--- config.mk ---
export PLATFORM = sky130hd
export DESIGN_NAME = byte_striping_nlane
export DESIGN_NICKNAME = d
export VERILOG_FILES = /design/src/rtl/byte_sus_pkg.sv /design/src/rtl/byte_stripe_gather.sv /design/src/rtl/byte_striping_nlane.sv
export SDC_FILE = /design/constraint.sdc
export NUM_CORES = 1
export LEC_CHECK = 0
export CAP_MARGIN = 5
export CORE_MARGIN = 1.5
export CORE_UTILIZATION = 65
export DETAILED_ROUTE_END_ITERATION = 6
export DONT_BUFFER_PORTS = 1
export PLACE_DENSITY = 0.79
export SLEW_MARGIN = 10
export SYNTH_ARGS = -nofsm -noshare
export SYNTH_HDL_FRONTEND = slang
export SYNTH_SLANG_ARGS = --single-unit
export TNS_END_PERCENT = 20
--- constraint.sdc ---
create_clock -name clk_f -period 9.3 [get_ports clk_f]
set_input_delay 1.395 -clock clk_f [delete_from_list [all_inputs] [get_ports clk_f]]
set_output_delay 1.395 -clock clk_f [all_outputs]
set_load 0.005 [all_outputs]
--- src/rtl/byte_sus_pkg.sv ---
// Shared definitions for the n-lane byte striper and its future unstriper:
// default geometry, num_active width derivation and the active-lane clamp.
package byte_sus_pkg;

  localparam int DATA_W_DEF     = 32;
  localparam int NUM_LANES_DEF  = 4;
  localparam int FLUSH_IDLE_DEF = 2;

  function automatic int cnt_width(input int num_lanes);
    return $clog2(num_lanes) + 1;
  endfunction

  // A zero or oversized request means "use every physical lane".
  function automatic int clamp_active(input int num_active, input int num_lanes);
    if ((num_active == 0) || (num_active > num_lanes)) begin
      return num_lanes;
    end else begin
      return num_active;
    end
  endfunction

endpackage

--- src/rtl/byte_stripe_gather.sv ---
// Gather side of the striper: slot buffer, fill index, latched group size
// and idle counter that requests a flush of a stalled partial group.
module byte_stripe_gather
  import byte_sus_pkg::*;
#(
  parameter int DATA_W     = DATA_W_DEF,
  parameter int NUM_LANES  = NUM_LANES_DEF,
  parameter int FLUSH_IDLE = FLUSH_IDLE_DEF,
  parameter int CNT_W      = cnt_width(NUM_LANES)
) (
  input  logic                          clk_f,
  input  logic                          reset,
  input  logic [DATA_W-1:0]             data_in,
  input  logic                          accept,
  input  logic                          flush_take,
  input  logic [CNT_W-1:0]              num_active,
  output logic                          last_slot,
  output logic                          group_done,
  output logic                          flush_req,
  output logic [NUM_LANES*DATA_W-1:0]   gathered,
  output logic [NUM_LANES-1:0]          valid_mask
);

  localparam int IDX_W  = (NUM_LANES > 1) ? $clog2(NUM_LANES) : 1;
  localparam int IDLE_W = $clog2(FLUSH_IDLE + 1);

  logic [DATA_W-1:0] slot_r [NUM_LANES];
  logic [CNT_W-1:0]  idx_r;
  logic [CNT_W-1:0]  g_r;
  logic [CNT_W-1:0]  g_eff_s;
  logic [IDLE_W-1:0] idle_r;

  // Group size: live clamp of num_active at the group start, latched value mid-group.
  always_comb begin
    g_eff_s = g_r;
    if (idx_r == {CNT_W{1'b0}}) begin
      g_eff_s = CNT_W'(clamp_active(int'(num_active), NUM_LANES));
    end else begin
      g_eff_s = g_r;
    end
    last_slot  = (idx_r == (g_eff_s - CNT_W'(1)));
    group_done = accept && last_slot;
    flush_req  = (idle_r == IDLE_W'(FLUSH_IDLE));
  end

  // Assemble the candidate output: the incoming word sits at slot idx; unused lanes are zeroed.
  always_comb begin
    gathered   = {(NUM_LANES*DATA_W){1'b0}};
    valid_mask = {NUM_LANES{1'b0}};
    for (int i = 0; i < NUM_LANES; i++) begin
      valid_mask[i] = (CNT_W'(i) < idx_r) || (group_done && (CNT_W'(i) == idx_r));
      if (!valid_mask[i]) begin
        gathered[i*DATA_W +: DATA_W] = {DATA_W{1'b0}};
      end else if (CNT_W'(i) == idx_r) begin
        gathered[i*DATA_W +: DATA_W] = data_in;
      end else begin
        gathered[i*DATA_W +: DATA_W] = slot_r[i];
      end
    end
  end

  // Fill index, group-size latch, slot buffer and idle counter.
  always_ff @(posedge clk_f) begin
    if (reset) begin
      idx_r  <= {CNT_W{1'b0}};
      g_r    <= CNT_W'(NUM_LANES);
      idle_r <= {IDLE_W{1'b0}};
      for (int i = 0; i < NUM_LANES; i++) begin
        slot_r[i] <= {DATA_W{1'b0}};
      end
    end else if (accept) begin
      slot_r[idx_r[IDX_W-1:0]] <= data_in;
      idx_r  <= group_done ? {CNT_W{1'b0}} : (idx_r + CNT_W'(1));
      if (idx_r == {CNT_W{1'b0}}) begin
        g_r <= g_eff_s;
      end
      idle_r <= {IDLE_W{1'b0}};
    end else if (flush_take) begin
      idx_r  <= {CNT_W{1'b0}};
      idle_r <= {IDLE_W{1'b0}};
    end else if (idx_r == {CNT_W{1'b0}}) begin
      idle_r <= {IDLE_W{1'b0}};
    end else if (idle_r != IDLE_W'(FLUSH_IDLE)) begin
      idle_r <= idle_r + IDLE_W'(1);
    end
  end

endmodule

--- src/rtl/byte_striping_nlane.sv ---
// N-lane byte striper: round-robin gathers input words and presents each
// full (or idle-flushed partial) group on all lanes through one output register.
module byte_striping_nlane
  import byte_sus_pkg::*;
#(
  parameter int DATA_W     = DATA_W_DEF,
  parameter int NUM_LANES  = NUM_LANES_DEF,
  parameter int FLUSH_IDLE = FLUSH_IDLE_DEF,
  parameter int CNT_W      = cnt_width(NUM_LANES)
) (
  input  logic                          clk_f,
  input  logic                          reset,
  input  logic [DATA_W-1:0]             data_in,
  input  logic                          valid_in,
  output logic                          ready_out,
  input  logic [CNT_W-1:0]              num_active,
  output logic [NUM_LANES*DATA_W-1:0]   lane_data,
  output logic [NUM_LANES-1:0]          lane_valid,
  input  logic                          lanes_ready
);

  logic                        accept_s;
  logic                        out_free_s;
  logic                        flush_take_s;
  logic                        last_slot_s;
  logic                        group_done_s;
  logic                        flush_req_s;
  logic [NUM_LANES*DATA_W-1:0] gathered_s;
  logic [NUM_LANES-1:0]        valid_mask_s;

  byte_stripe_gather #(
    .DATA_W     (DATA_W),
    .NUM_LANES  (NUM_LANES),
    .FLUSH_IDLE (FLUSH_IDLE),
    .CNT_W      (CNT_W)
  ) u_gather (
    .clk_f      (clk_f),
    .reset      (reset),
    .data_in    (data_in),
    .accept     (accept_s),
    .flush_take (flush_take_s),
    .num_active (num_active),
    .last_slot  (last_slot_s),
    .group_done (group_done_s),
    .flush_req  (flush_req_s),
    .gathered   (gathered_s),
    .valid_mask (valid_mask_s)
  );

  // Handshake: only the closing word of a group can be back-pressured, and
  // only while the presented group is still waiting on lanes_ready.
  always_comb begin
    out_free_s   = (lane_valid == {NUM_LANES{1'b0}}) || lanes_ready;
    ready_out    = !reset && !(last_slot_s && !out_free_s);
    accept_s     = valid_in && ready_out;
    flush_take_s = flush_req_s && out_free_s && !accept_s;
  end

  // Output register: load a completed/flushed group, clear on consume, else hold.
  always_ff @(posedge clk_f) begin
    if (reset) begin
      lane_data  <= {(NUM_LANES*DATA_W){1'b0}};
      lane_valid <= {NUM_LANES{1'b0}};
    end else if (group_done_s || flush_take_s) begin
      lane_data  <= gathered_s;
      lane_valid <= valid_mask_s;
    end else if (lanes_ready) begin
      lane_data  <= {(NUM_LANES*DATA_W){1'b0}};
      lane_valid <= {NUM_LANES{1'b0}};
    end
  end

endmodule

Word level (Yosys, flattened, before mapping)

Memory sizes are Yosys's and may differ from the RTL's.
Cells that the tools add are included.

Memory bits (writable): 128
Flip-flop bits (word level): 140
Output and inout port bits: 133
Word-level logic and storage cells: 74
Bits of input ports: 39
Memories: 1

Memories:

| name            | words | bits a word | rd ports | clocked after memory_dff | write ports | line                     | text |
|---|---|---|---|---|---|---|---|
| u_gather.slot_r | 4     | 32          | 4        | 0                        | 4           | byte_stripe_gather.sv:27 | `logic [DATA_W-1:0] slot_r [NUM_LANES];` |

Reductions and logical operators: 29
Add/subtract/negate cells: 3
Magnitude comparators: 5
Muxes and demuxes: 25
Eq/ne operators: 6

Operators with widths:

| kind                | number |
|---|---|
| $mux 32             | 9 |
| $mux 128            | 2 |
| $reduce_or 32->1    | 1 |
| $mux 3              | 5 |
| $logic_and 1x1->1   | 10 |
| $mux 4              | 2 |
| $logic_or 1x1->1    | 7 |
| $eq 2x3->1 const A  | 2 |
| $logic_not 3->1     | 2 |
| $lt 1x3->1 const A  | 2 |
| $lt 2x3->1 const A  | 2 |
| $mux 1              | 6 |
| $logic_not 1->1     | 4 |
| $logic_not 4->1     | 1 |
| $reduce_bool 2->1   | 2 |
| $reduce_or 4->1     | 1 |
| $add 3x1->3 const B | 1 |
| $eq 1x3->1 const A  | 1 |
| $eq 3x3->1          | 1 |
| $gt 3x3->1 const B  | 1 |
| $sub 3x1->3 const B | 1 |
| $add 2x1->2 const B | 1 |
| $eq 2x2->1 const B  | 1 |
| $mux 2              | 1 |
| 2 further kinds     | 2 |

Logic depth before layout (Yosys ltp)

Word-level depth: 15
Mapped depth: 13
Gate-level depth less buffers: 8

Hierarchy

From an unflattened synthesis, not the netlist that was laid out.

Cells, all modules: 1252
Area, all modules: 12610.8 um2

Modules (own cells, without submodules):

| module              | instances | area each (um2) | cells each | seq. area each (um2) |
|---|---|---|---|---|
| byte_stripe_gather  | 1         | 6966.7          | 612        | 4003.8 |
| byte_striping_nlane | 1         | 5644.2          | 640        | 2642.5 |

Worst setup path after synthesis

OpenSTA, ideal clock, no wires.

Kind: in2out
From: in num_active[0]
To: out ready_out
Slack: 4.630 ns
Required time: 7.905 ns
Arrival: 3.275 ns
Cell stages on the path: 8
Path buffers: 1
Cell sequence: or2_2 ha_1 nand2b_1 mux2_4 or4_4 o211ai_2 buf_6 a21oi_1

Cells in the longest elaborated chain, start to end: 9
Elaborated cells on any way between the ends: 10
Classes of those cells: add/sub (1); order compare (1); eq/ne (1); mux (2); reduce/logical (5)

Ends and longest elaborated chain:

| item                                                 | line                      | text |
|---|---|---|
| start: declaration                                   | byte_striping_nlane.sv:16 | `input logic [CNT_W-1:0] num_active,` |
| $gt 3x3->1 / $logic_not 3->1 (equally long branches) | byte_sus_pkg.sv:15        | `if ((num_active == 0) \|\| (num_active > num_lanes)) begin` |
| $logic_or 1x1->1                                     | byte_sus_pkg.sv:15        |  |
| $mux 3 (*)                                           | byte_sus_pkg.sv:15        |  |
| $mux 3 (*)                                           | byte_stripe_gather.sv:36  | `if (idx_r == {CNT_W{1'b0}}) begin` |
| $sub 3x1->3 (*)                                      | byte_stripe_gather.sv:41  | `last_slot = (idx_r == (g_eff_s - CNT_W'(1)));` |
| $eq 3x3->1 (*)                                       | byte_stripe_gather.sv:41  |  |
| $logic_and 1x1->1 (*)                                | byte_striping_nlane.sv:54 | `ready_out = !reset && !(last_slot_s && !out_free_s);` |
| $logic_not 1->1 (*)                                  | byte_striping_nlane.sv:54 |  |
| $logic_and 1x1->1 (*)                                | byte_striping_nlane.sv:54 |  |
| end: declaration                                     | byte_striping_nlane.sv:15 | `output logic ready_out,` |

Mark *: on every way between the ends. The rest lies on a longest branch, timed or not.

Worst setup path in the final report

From: reg u_gather.idx_r[1]
To: out ready_out

Cells in the longest elaborated chain, start to end: 7

Ends and longest elaborated chain:

| item                     | line                      | text |
|---|---|---|
| start: declaration       | byte_stripe_gather.sv:28  | `logic [CNT_W-1:0] idx_r;` |
| start signal: assignment | byte_stripe_gather.sv:65  | `idx_r <= {CNT_W{1'b0}};` |
| start signal: assignment | byte_stripe_gather.sv:73  | `idx_r <= group_done ? {CNT_W{1'b0}} : (idx_r + CNT_W'(1));` |
| start signal: assignment | byte_stripe_gather.sv:79  | `idx_r <= {CNT_W{1'b0}};` |
| $logic_not 3->1          | byte_stripe_gather.sv:36  |  |
| $mux 3                   | byte_stripe_gather.sv:36  |  |
| $sub 3x1->3              | byte_stripe_gather.sv:41  |  |
| $eq 3x3->1 (*)           | byte_stripe_gather.sv:41  |  |
| $logic_and 1x1->1 (*)    | byte_striping_nlane.sv:54 |  |
| $logic_not 1->1 (*)      | byte_striping_nlane.sv:54 |  |
| $logic_and 1x1->1 (*)    | byte_striping_nlane.sv:54 |  |

Marks and branches as above.

==> reports/qor.txt <==
Via count = 7410
Adder-Cell Fraction of Synth Area = 0.005368
Clk pwr share = 0.416
Setup Viol. Count Final = 0
Vias per cell = 6.664
Diode count = 0
Peak VDD IR = 0.1562 mV
Sequential fraction of the synthesis area = 0.5703
Fin Hold WS = 0.4656 ns
Synth Instances = 905
Final Instance Count excl. Fillers = 1112
TritonCTS sink count = 268
Combinational power share = 0.082
Synth Cell Area = 11650 um2
Reg2reg path depth = 10
CTS buffer count = 26
CP Depth = 7
Fin crit share = 0.5729
# hold bufs at CTS = 0
Critical path type = reg -> out
Initial cell density of the core = 0.6692
Die width = 136.9 um
Drt first pass iters = 5
Fin util = 0.7202
Worst Tran Pin Value = 1.251 ns
Clk_lat worst skew = 0.53 ns
TritonCTS clock tree = yes
Most common cell after layout, fill and taps aside = dfxtp_1
Most frequent cells in the layout = dfxtp_1, edfxtp_1, mux2i_1
CP endpoint kind = output port
Pwr dens = 205.3 nW/um2
Die Height = 136.9 um
Post-synth top flop = dfxtp_1
Core box area = 17420 um2
Reg clk slew, reported paths = 0.06 ns
First-pass GRT wire length = 42400 um
F_max = 187.7 MHz
Hold path startpoint = u_gather.g_r[0]$_SDFFE_PP0P_
Mapped Nets = 949
Compound-Gate Fraction of Synth Area = 0.1536
Antenna viol nets, final = 0
Run status = finished clean
Hold Crit Class = reg -> reg
Pleak = 4.704 nW
# H-tree levels = 1
Largest net degree at the start of global routing = 102
Endpoints failing hold = 0
CP arrival = 3.93 ns
CP bufs+invs = 1
PortBufs = 0
RR Startpoint = u_gather.idx_r[1]$_SDFFE_PP0P_
Clock buffer depth = 3
Max-slew violation count = 0
Cells after DPL = 1064
Critical Path RT = 7.91 ns
Worst path slowest cell = o211ai_2
RSZ-0062 raised after global routing = no
Synth Area per Inst = 12.88 um2
R2r setup slk = 4.14 ns
Post-synthesis simple-gate area fraction = 0.09104
Area Overhead vs Synth = 7.622%
Post-synth EDFFs = 128
Die area = 18740 um2
Final Total Pwr = 2.575 mW
Synth unique cells = 51
Worst-path fanout max = 11
Maximum Capacitance Violations = 0
CTS root buf = clkbuf_16
Number of synthesized register bits = 268
Largest family of logic cells by synthesized area = compound AO/OA/AOI/OAI gates
Asr flop ratio synth = 0
Final nets = 911
Post-Synth XOR/XNOR Area = 0.0007515
Initial antenna violation count = 0
Drt wl/cell = 24.91 um
Power share of the sequential group = 0.503
Worst hold path endpoint = u_gather.g_r[0]$_SDFFE_PP0P_
Layout cell share with drive strength beyond 1 = 0.1669
Postcts setup bufs = 0
Total negative slack = 0 ns
DP HPWL = 16770 um
Mux contribution to synthesized area = 0.1182
Syn. warnings = 0
Fin crit period = 5.328 ns
Sw Ratio = 0.2268
Post-CTS sizing = 0
Startpoint Class = flip-flop
Num ports = 172
Worst Skew = 0.01444 ns
Initial DRC count = 606
Grt ovf = 0
# rows = 48
Vias in the first global route = 7321
Tot GR Track Use = 0.2959
Slew headroom = 0.1658
CP max stage delay = 0.74 ns
RR Endpoint = u_gather.slot_r[0][8]$_SDFFCE_PN0P_
GP Congestion = 0.8946
Critical-path cell list = inv_1 > ha_1 > nor2b_1 > mux2_4 > or4_4 > o211ai_2 > a21oi_1
Critical path's top delay family = simple AND/OR/NAND/NOR gates
Worst hold path depth = 2
Switch Pwr = 0.5838 mW
Final WL = 27700 um
DRC = 0
Int Pwr = 1.991 mW
[power groups by stage]
stage	Sequential [mW]	Combinational, mW	Clock, mW
after floorplan	1.31	0.173	0
after global placement	1.32	0.200	0
after detailed placement	1.32	0.207	0
after CTS	1.29	0.209	1.08
after global routing	1.30	0.223	1.12
final	1.29	0.210	1.07
[cells by family after synthesis]
family | count (synthesis)
simple gates | 179
xor+xnor | 1
fa+ha+maj | 5
compound gates | 168
buf+inv | 151
flops | 268
mux | 133
[layout make-up]
type	instances	area, um2
Multi-Input combinational cell	486	4382
Clock buffer	40	784.5
Tap cell	225	281.5
Inverter	74	277.8
Clock inverter	8	88.84
Fill cell	1171	4873
Sequential cell	268	6646
Timing Repair Buffer	11	82.58
[metrics by stage]
stage / setup WS, ns / area [um2]
after global routing: 3.828 / 12540
after global placement: 4.121 / 11670
after detailed placement: 4.073 / 11670
after floorplan: 4.630 / 11650
final: 3.972 / 12540
after CTS: 4.023 / 12540
[synth_stat cells, drive strengths merged, types with 10 or more instances]
master	instances	area (um2)
mux2i	99	991.0
buf	28	246.5
clkbuf	49	183.9
a32o	32	320.3
nor2	13	48.80
dfxtp	140	2803
o2bb2ai	32	280.3
mux2	34	386.6
and2	64	400.4
a21oi	10	53.80
o32ai	65	877.1
edfxtp	128	3844
inv	74	277.8
and3	66	412.9
[routing by layer]
metal  routed length, um  GRT usage  up-vias
li1                    -          -     3311
met1               11130     0.3955     3656
met2               13210     0.4793      383
met3                2509    0.07074       60
met4                 854    0.09357        0
met5                   0          0        -
[flip-flops by register name, summed over array words and instances (netlist names)]
signal and flops:
u_gather.idle_r 2, lane_data 128, u_gather.idx_r 3, lane_valid 4, u_gather.g_r 3, u_gather.slot_r 128
[worst max path at each step]
stage | start | to | slack [ns]
final | u_gather.idx_r[1]$_SDFFE_PP0P_ | ready_out | 3.97
after global routing | u_gather.idx_r[1]$_SDFFE_PP0P_ | ready_out | 3.83
after CTS | u_gather.idx_r[1]$_SDFFE_PP0P_ | ready_out | 4.02
after detailed placement | num_active[0] | ready_out | 4.07
after global placement | num_active[0] | ready_out | 4.12
after floorplan | num_active[0] | ready_out | 4.63
[worst reg2reg max path: cells and delay by family (launching register included)]
kind                       cells  cell delay (ns)
AOI/OAI and AO/OA              4             1.64
buffers and inverters          3             1.28
and+or+nand+nor                2             0.98
DFF                            1             0.62
adders and majority gates      1             0.31
Note: power is estimated with default switching activity, not from simulation.
